### config.mk
export PLATFORM = sky130hd
export DESIGN_NAME = instruction_fetch_unit
export DESIGN_NICKNAME = d
export VERILOG_FILES = /design/src/rtl/instruction_fetch_unit_pkg.sv /design/src/rtl/instruction_fetch_unit_buffer.sv /design/src/rtl/instruction_fetch_unit.sv
export SDC_FILE = /design/constraint.sdc
export NUM_CORES = 1
export LEC_CHECK = 0
export ABC_AREA = 0
export CAP_MARGIN = 20
export CORE_MARGIN = 8
export CORE_UTILIZATION = 53
export CTS_BUF_LIST = sky130_fd_sc_hd__clkbuf_16
export CTS_CLUSTER_SIZE = 24
export DETAILED_ROUTE_END_ITERATION = 6
export MAX_ROUTING_LAYER = met4
export PLACE_DENSITY = 0.81
export SKIP_CTS_REPAIR_TIMING = 1
export SLEW_MARGIN = 10
export SYNTH_ARGS = -nofsm -noshare
export SYNTH_HDL_FRONTEND = slang
export SYNTH_SLANG_ARGS = --single-unit
### constraint.sdc
create_clock -name clk -period 2.7 [get_ports clk]
set_input_delay 0.81 -clock clk [delete_from_list [all_inputs] [get_ports clk]]
set_output_delay 0.81 -clock clk [all_outputs]
set_load 0.01 [all_outputs]
### src/rtl/instruction_fetch_unit_pkg.sv
// rtl/instruction_fetch_unit_pkg.sv - shared fetch-stage types and constants
package instruction_fetch_unit_pkg;

    localparam int INSTR_WIDTH = 32;
    localparam int PC_STEP     = 4;

    typedef enum logic [1:0] {
        FETCH = 2'd0,
        WAIT  = 2'd1,
        DROP  = 2'd2,
        HALT  = 2'd3
    } fetch_state_e;

endpackage

### src/rtl/instruction_fetch_unit_buffer.sv
// rtl/instruction_fetch_unit_buffer.sv - small {pc, instr} FIFO with flush and occupancy count
module fetch_buffer #(
    parameter int DATA_W = 64,
    parameter int DEPTH  = 2,
    localparam int PTR_W = (DEPTH > 1) ? $clog2(DEPTH) : 1,
    localparam int CNT_W = $clog2(DEPTH + 1)
) (
    input  logic              clk,
    input  logic              rst_n,
    input  logic              i_push,
    input  logic [DATA_W-1:0] i_push_data,
    input  logic              i_pop,
    input  logic              i_flush,
    output logic [DATA_W-1:0] o_head,
    output logic [CNT_W-1:0]  o_count
);

    logic [DATA_W-1:0] r_mem [DEPTH];
    logic [PTR_W-1:0]  r_wr_ptr;
    logic [PTR_W-1:0]  r_rd_ptr;
    logic [CNT_W-1:0]  r_count;

    // DEPTH is a power of two, so pointers wrap by natural overflow
    always_ff @(posedge clk or negedge rst_n) begin
        if (!rst_n) begin
            r_wr_ptr <= '0;
            r_rd_ptr <= '0;
            r_count  <= '0;
            for (int i = 0; i < DEPTH; i++) begin
                r_mem[i] <= '0;
            end
        end else if (i_flush) begin
            r_wr_ptr <= '0;
            r_rd_ptr <= '0;
            r_count  <= '0;
        end else begin
            if (i_push) begin
                r_mem[r_wr_ptr] <= i_push_data;
                r_wr_ptr        <= r_wr_ptr + 1'b1;
            end
            if (i_pop) begin
                r_rd_ptr <= r_rd_ptr + 1'b1;
            end
            case ({i_push, i_pop})
                2'b10:   r_count <= r_count + CNT_W'(1);
                2'b01:   r_count <= r_count - CNT_W'(1);
                default: r_count <= r_count;
            endcase
        end
    end

    assign o_head  = r_mem[r_rd_ptr];
    assign o_count = r_count;

endmodule

### src/rtl/instruction_fetch_unit.sv
// rtl/instruction_fetch_unit.sv - PC/fetch FSM issuing single-outstanding imem requests into a decode FIFO
module instruction_fetch_unit
    import instruction_fetch_unit_pkg::*;
#(
    parameter int              XLEN      = 32,
    parameter logic [XLEN-1:0] RESET_PC  = '0,
    parameter int              BUF_DEPTH = 2
) (
    input  logic                   clk,
    input  logic                   rst_n,
    input  logic                   i_redirect_valid,
    input  logic [XLEN-1:0]        i_redirect_pc,
    output logic                   o_imem_req_valid,
    input  logic                   i_imem_req_ready,
    output logic [XLEN-1:0]        o_imem_addr,
    input  logic                   i_imem_rsp_valid,
    input  logic [INSTR_WIDTH-1:0] i_imem_rsp_data,
    output logic                   o_instr_valid,
    input  logic                   i_instr_ready,
    output logic [INSTR_WIDTH-1:0] o_instr,
    output logic [XLEN-1:0]        o_instr_pc,
    output logic                   o_fetch_fault
);

    localparam int              CNT_W    = $clog2(BUF_DEPTH + 1);
    localparam int              ENTRY_W  = XLEN + INSTR_WIDTH;
    localparam logic [CNT_W-1:0] FULL_CNT = CNT_W'(BUF_DEPTH);

    fetch_state_e     r_state, w_state_next;
    logic [XLEN-1:0]  r_pc, w_pc_next;
    logic [XLEN-1:0]  r_req_pc, w_req_pc_next;
    logic             r_outstanding, w_outstanding_next;
    logic             w_req_valid, w_req_fire, w_push, w_pop;
    logic [CNT_W-1:0] w_count;
    logic [ENTRY_W-1:0] w_head;

    assign w_req_valid = (r_state == FETCH) && (w_count < FULL_CNT);
    assign w_req_fire  = w_req_valid && i_imem_req_ready;
    assign w_push      = (r_state == WAIT) && i_imem_rsp_valid && !i_redirect_valid;
    assign w_pop       = (w_count != '0) && i_instr_ready;

    // Tracks a request whose response is still owed, even across DROP/HALT
    assign w_outstanding_next = (r_outstanding && !i_imem_rsp_valid) || w_req_fire;

    always_ff @(posedge clk or negedge rst_n) begin
        if (!rst_n) begin
            r_state       <= FETCH;
            r_pc          <= RESET_PC;
            r_req_pc      <= '0;
            r_outstanding <= 1'b0;
        end else begin
            r_state       <= w_state_next;
            r_pc          <= w_pc_next;
            r_req_pc      <= w_req_pc_next;
            r_outstanding <= w_outstanding_next;
        end
    end

    always_comb begin
        w_state_next  = r_state;
        w_pc_next     = r_pc;
        w_req_pc_next = r_req_pc;
        if (i_redirect_valid) begin
            if (i_redirect_pc[1:0] != 2'b00) begin
                w_state_next = HALT;
            end else begin
                w_pc_next    = i_redirect_pc;
                w_state_next = w_outstanding_next ? DROP : FETCH;
            end
        end else begin
            case (r_state)
                FETCH: begin
                    if (w_req_fire) begin
                        w_req_pc_next = r_pc;
                        w_pc_next     = r_pc + XLEN'(PC_STEP);
                        w_state_next  = WAIT;
                    end
                end
                WAIT:    if (i_imem_rsp_valid) w_state_next = FETCH;
                DROP:    if (i_imem_rsp_valid) w_state_next = FETCH;
                default: w_state_next = r_state;
            endcase
        end
    end

    fetch_buffer #(
        .DATA_W (ENTRY_W),
        .DEPTH  (BUF_DEPTH)
    ) u_fetch_buffer (
        .clk         (clk),
        .rst_n       (rst_n),
        .i_push      (w_push),
        .i_push_data ({r_req_pc, i_imem_rsp_data}),
        .i_pop       (w_pop),
        .i_flush     (i_redirect_valid),
        .o_head      (w_head),
        .o_count     (w_count)
    );

    // Request valid is held low while reset is asserted
    assign o_imem_req_valid = rst_n && w_req_valid;
    assign o_imem_addr      = r_pc;
    assign o_instr_valid    = (w_count != '0);
    assign o_instr          = w_head[INSTR_WIDTH-1:0];
    assign o_instr_pc       = w_head[ENTRY_W-1:INSTR_WIDTH];
    assign o_fetch_fault    = (r_state == HALT);

endmodule

==> flow_metrics.tcl, run 1 <==
set metrics [dict create \
    status "finished clean" \
    grt_pass1_vias 7025 \
    max-slew-margin-rel_pct 45.36 \
    regArea_um2 4981 \
    clockRootBuffer "clkbuf_16" \
    portBuffers 168 \
    worst_pin_slew_ns 0.8195 \
    tritoncts "built" \
    drt_pass1_iterations 5 \
    worstSkewPairLatency_ns 0.43 \
    path_buf_inv 2 \
    cts_sinks 199 \
    drc 0 \
    grt_pass1_wl_um 37480 \
    vias_per_cell 5.710 \
    critical-path-top-delay-family "buffers and inverters" \
    antenna_cells 0 \
    core_um2 17060 \
    rows 48 \
    cts_max_level 4 \
    drt-initial-drc-count 557 \
    cap_violations 0 \
    finalPower_mw 10.64 \
    placed_cells 1138 \
    synth_cell_type_count 53 \
    ant_nets 0 \
    die_h_um 147.1 \
    multiInputGateArea_um2 3921 \
    hp-class "reg2reg" \
    totalWireLength_um 23310 \
    seq_area_frac_synth_pct 54.65 \
    post-route-period-util_pct 99.82 \
    nets 1010 \
    antenna_found_initial 0 \
    final_area_um2 12060 \
    netlist_area_um2 9112 \
    wl_per_cell_um 19.87 \
    syn_area_per_cell_um2 12.07 \
    async_flop_share_pct 100.0 \
    post-route-util_pct 70.72 \
    numCtsBuffers 17 \
    setup_viol 0 \
    area_delta_synth_final_pct 32.38 \
    yosysWarnings 0 \
    synth_edf_count 0 \
    cp_cell_sequence "buf_4 > mux2_2 > clkdlybuf4s50_1" \
    final.min_clock_period_ns 2.695 \
    start_util_pct 53.43 \
    vias 6698 \
    dp_hpwl_um 15890 \
    syn_inst 755 \
    grt_setup_unrepaired "yes" \
    nFillCells 1234 \
    cp_max_fo 4 \
    yosysTopAreaCell "dfrtp_1" \
    max_freq_mhz 371.0 \
    finalHoldViolCount 0 \
    fin_cells 1173 \
    required_ns 1.89 \
    ys_ff_latch 199 \
    placed_area_um2 11280 \
    maxSlewViolCount 0 \
    grt_max_degree 154 \
    gp_congestion 0.9277 \
    peakVddDrop_mv 0.5096 \
    start_kind "flop" \
    grt-ovfl-total 0 \
    slowest_stage "clkdlybuf4s50_1" \
    critPathArrivalTime_ns 1.89 \
    yosysTopAreaCellShare_pct 54.65 \
    critPathKind "reg2out" \
    clk_path_buf_depth 2 \
    ioPinCount 169 \
    drive_gt1_share_pct 28.27 \
    p_per_area_nw_per_um2 882.1 \
    p_leak_nw 6.206 \
    ys_top_cells_by_area "dfrtp_1 55%, mux2_2 23%, nand2_1 4.7%" \
    synthesis.nets 829 \
    clk_pin_slew_ns 0.07 \
    die_w_um 147.1 \
    ys.flop_type "dfrtp_1" \
    finClkSkew_ns 0.009356 \
    crit_path_end_kind "primary output" \
    max_stage_delay_ns 0.49 \
    die_area_um2 21650 \
    track_usage_pct 21.96 \
]
-- power by group --
part | total, mW | internal [mW] | switching [mW]
Sequential | 4.70 | 3.98 | 0.718
Combinational | 3.50 | 2.10 | 1.40
Clock | 2.44 | 1.35 | 1.09
Total | 10.6 | 7.43 | 3.21
-- layer usage --
layer | global-route usage [%] | vias up | routed length [um]
met4 | 6.782 | 0 | 497
met1 | 28.76 | 3338 | 10360
li1 | - | 3053 | -
met2 | 34.20 | 275 | 11030
met3 | 4.091 | 32 | 1420
met5 | - | - | 0
-- placed cells by master, fill, tap and decap left out, types with 5 or more instances in the layout --
cell             instances
buf_4                   24
clkdlybuf4s50_1        109
inv_1                    8
dfrtp_1                198
nor3_1                   7
and3_1                   8
mux2i_1                 11
buf_12                  12
nor2_1                  21
a21oi_1                 24
dlymetal6s2s_1          58
o21ai_0                 18
mux2_1                   5
mux2_2                 187
clkbuf_16               18
o22ai_1                 25
nand3_1                 21
nand2_1                113
nand4_1                  8
-- final timing paths --
path / from / endpoint / slack [ns] / cells past startpoint
setup / recovery: u_fetch_buffer.r_rd_ptr$_DFFE_PN0P_ / o_instr_pc[30] / 0.005 / 3
hold / removal: r_req_pc[24]$_DFFE_PN0P_ / r_req_pc[24]$_DFFE_PN0P_ / 0.50 / 2
setup reg to reg: o_imem_addr[2]$_DFFE_PN0P_ / o_imem_addr[26]$_DFFE_PN0P_ / 0.57 / 6
hold reg to reg: r_req_pc[24]$_DFFE_PN0P_ / r_req_pc[24]$_DFFE_PN0P_ / 0.50 / 2
max in group asynchronous: rst_n / u_fetch_buffer.r_mem[90]$_DFFE_PN0P_ / 1.54 / 2
min in group asynchronous: rst_n / r_state[1]$_DFFE_PN0P_ / 0.53 / 2
-- layout make-up --
type / instances / area share [%]
Sequential cell: 199 / 41.29
Multi-Input combinational cell: 505 / 32.51
Timing Repair Buffer: 206 / 18.99
Clock buffer: 17 / 3.527
Tap cell: 225 / 2.334
Clock inverter: 14 / 1.131
Inverter: 7 / 0.2178
-- metrics by stage --
stage	hold WS, ns	setup TNS, ns	setup slack [ns]
after detailed placement	0.4789	0	0.03154
after global routing	0.5083	-0.05500	-0.02131
final	0.4961	0	0.004753
after CTS	0.4941	-10.27	-0.2260
after global placement	0.4653	0	0.06355
after floorplan	0.4541	0	0.5133
-- synth_stat cells (all sizes together) (2+ instances only) --
library cell	n
a211oi	2
a21oi	24
a311oi	2
a31oi	3
and2	4
and3	8
and4	3
buf	29
clkbuf	15
dfrtp	199
ha	4
inv	7
mux2	192
mux2i	11
nand2	113
nand3	22
nand4	8
nor2	22
nor2b	3
nor3	10
nor4	3
o21ai	18
o22ai	25
o31ai	4
o41ai	2
or2	4
or3	2
xor2	2
-- kinds of logic (layout without fill, tap and decap cells) --
logic type | Yosys count | in the layout | synth area share, %
compound gates | 87 | 87 | 5.808
xor+xnor | 3 | 3 | 0.2884
fa+ha+maj | 4 | 4 | 0.5492
buf+inv | 51 | 244 | 2.719
flops | 199 | 199 | 54.65
mux | 203 | 203 | 24.93
simple gates | 208 | 208 | 11.05
-- flip-flops by register name, summed over array words and instances (netlist names) --
signal                   count
o_imem_addr                 32
r_outstanding                1
r_req_pc                    32
r_state                      2
u_fetch_buffer.o_count       2
u_fetch_buffer.r_mem       128
u_fetch_buffer.r_rd_ptr      1
u_fetch_buffer.r_wr_ptr      1
-- worst register-to-register path: stages, from the launching register on --
cell and delay (ns):
dfrtp_1 0.52, ha_1 0.27, nand3_1 0.13, nor2_2 0.37, nand2_1 0.24, o31ai_1 0.34
a31oi_1 0.13
Note: power is estimated with default switching activity, not from simulation.
==> run 2: changes to the inputs <==
- PLACE_DENSITY: 0.81 -> 0.8
- SYNTH_HIERARCHICAL: default -> 1
==> flow_metrics.tcl, run 2 <==
set metrics [dict create \
    finClkSkew_ns 0.006945 \
    die_h_um 149.6 \
    worstSetupStartpoint "u_fetch_buffer/o_count[1]$_DFFE_PN0P_" \
    nFillCells 1223 \
    start_util_pct 53.40 \
    grt_setup_unrepaired "no" \
    path_buf_inv 1 \
    setup_viol 0 \
    drive_gt1_share_pct 29.46 \
    p_per_area_nw_per_um2 897.0 \
    worstSkewPairLatency_ns 0.42 \
    regMostFlops "u_fetch_buffer/r_mem" \
    nets 1008 \
    peakVddDrop_mv 0.5834 \
    gp_congestion 0.9456 \
    final.min_clock_period_ns 2.511 \
    final_area_um2 12370 \
    synth_top_family_by_area "multiplexers" \
    grt_pass1_vias 6808 \
    hp-class "in2async" \
    mostFrequentLayoutCells "198 x dfrtp_1, 132 x mux2_2, 118 x nand2_1" \
    post-route-period-util_pct 93.00 \
    synthXorXnorAreaFrac_pct 0.3703 \
    wl_per_cell_um 20.46 \
    cap_violations 0 \
    ys_top_cells_by_area "dfrtp_1 53%, mux2_2 16%, mux2_4 9.5%" \
    synth.most_common_cell "dfrtp_1" \
    crit_path_end_kind "primary output" \
    max_stage_delay_ns 0.48 \
    maxSlewViolCount 0 \
    seq_area_frac_synth_pct 52.63 \
    p_leak_nw 6.540 \
    async_flop_share_pct 100.0 \
    cts_sinks 199 \
    cp_cell_sequence "or2_2 > clkdlybuf4s50_1" \
    critPathKind "reg2out" \
    cp_max_fo 6 \
    rows 49 \
    clockRootBuffer "clkbuf_16" \
    tritoncts "built" \
    syn_inst 752 \
    status "finished clean" \
    start_kind "flop" \
    die_w_um 149.6 \
    synthAdderAreaFrac_pct 0.5290 \
    final_common_cell "dfrtp_1" \
    ys_ff_latch 199 \
    whs_ns 0.3464 \
    grt_pass1_wl_um 36970 \
    r2r_slack_ns 0.66 \
    rr_startpoint "o_imem_addr[3]$_DFFE_PN0P_" \
    synth_common_cells "199 x dfrtp_1, 132 x mux2_2, 118 x nand2_1" \
    required_ns 1.89 \
    drc 0 \
    totalWireLength_um 24080 \
    antenna_found_initial 0 \
    syn_area_per_cell_um2 12.58 \
    synthesis.nets 826 \
    netlist_area_um2 9462 \
    cts_max_level 4 \
    yosysWarnings 6 \
    die_area_um2 22380 \
    synth_edf_count 0 \
    ioPinCount 169 \
    ant_nets 0 \
    core_um2 17720 \
    numCtsBuffers 17 \
    worst_pin_slew_ns 0.6866 \
    yosysTopAreaCellShare_pct 52.63 \
    clk_path_buf_depth 2 \
    vias_per_cell 5.622 \
    clk_pin_slew_ns 0.07 \
    max-slew-margin-rel_pct 53.74 \
    grt-ovfl-total 0 \
    post-route-util_pct 69.84 \
    dp_hpwl_um 15910 \
    vias 6617 \
    finalPower_mw 11.10 \
    placed_area_um2 11510 \
    max_freq_mhz 398.2 \
    tns_ns 0 \
    yosysTopAreaCell "dfrtp_1" \
    largest_reg_flops 128 \
    drt_pass1_iterations 6 \
    area_delta_synth_final_pct 30.79 \
    finalHoldViolCount 0 \
    critical-path-top-delay-family "buffers and inverters" \
    synth_cell_type_count 64 \
    critPathArrivalTime_ns 1.70 \
    portBuffers 168 \
    synthMuxAreaShare_pct 26.62 \
    synth-compound-area-share_pct 5.091 \
    synth_simple_gate_area_share_pct 11.04 \
    ys.flop_type "dfrtp_1" \
    track_usage_pct 21.50 \
    grt_max_degree 114 \
    slowest_stage "clkdlybuf4s50_1" \
    drt-initial-drc-count 482 \
]
==> run 2: cell count changes after synthesis, moves of 4 or more <==
cell     change
nor2_1       +4
buf_12       +6
o21ai_0     -10
mux2_2      -55
o22ai_1      -4
nand2_1      +5
nand3_1      -8
buf_2        -9
buf_6        +4
nor3_1       +6
mux2_4      +60
mux2_1       -4
==> run 2: final timing paths <==
kind	end	cells after the start
max	o_instr_valid	2
min reg2reg	r_outstanding$_DFF_PN0_	1
min	u_fetch_buffer/r_mem[94]$_DFFE_PN0P_	2
min in group clk	r_outstanding$_DFF_PN0_	1
max reg2reg	o_imem_addr[22]$_DFFE_PN0P_	6
max in group asynchronous	r_req_pc[11]$_DFFE_PN0P_	4
==> run 2: report_power, final <==
part           switching, mW  leakage, nW  internal [mW]
clock                   1.10        0.282           1.35
combinational           1.57         3.65           2.48
sequential             0.730         2.61           3.86
==> run 2: cells by family (layout without fill, tap and decap cells) <==
family | after synthesis | after routing
other | 0 | 1
buffers and inverters | 48 | 243
AND/OR/NAND/NOR | 217 | 217
adder cells (fa/ha/maj) | 4 | 4
flip-flops | 199 | 199
XOR/XNOR | 4 | 4
AO/OA/AOI/OAI | 75 | 75
multiplexers | 205 | 205
==> run 2: metal layers <==
layer / vias to the layer above / share of wire (%) / global-route usage (%) / routed length, um
met5: - / 0 / - / 0
met4: 0 / 1.9 / 6.108 / 460
met3: 33 / 5.3 / 4.808 / 1279
met2: 268 / 45 / 31.13 / 10870
met1: 3275 / 48 / 29.80 / 11470
li1: 3041 / - / - / -
==> run 2: layout make-up <==
type / instances / area (um^2) / area share [%]
Inverter: 6 / 22.52 / 0.1820
Tap cell: 229 / 286.5 / 2.315
Antenna cell: 1 / 2.502 / 0.02022
Clock inverter: 15 / 138.9 / 1.122
Sequential cell: 199 / 4981 / 40.25
Clock buffer: 17 / 425.4 / 3.438
Timing Repair Buffer: 205 / 2356 / 19.04
Multi-Input combinational cell: 505 / 4161 / 33.63
==> run 2: metrics by stage <==
stage                     cells  worst slack, ns
after floorplan             752          0.09751
after global placement     1137        -0.002194
after detailed placement   1137          -0.1077
after CTS                  1169          -0.1929
after global routing       1176           0.1290
final                      1177           0.1890
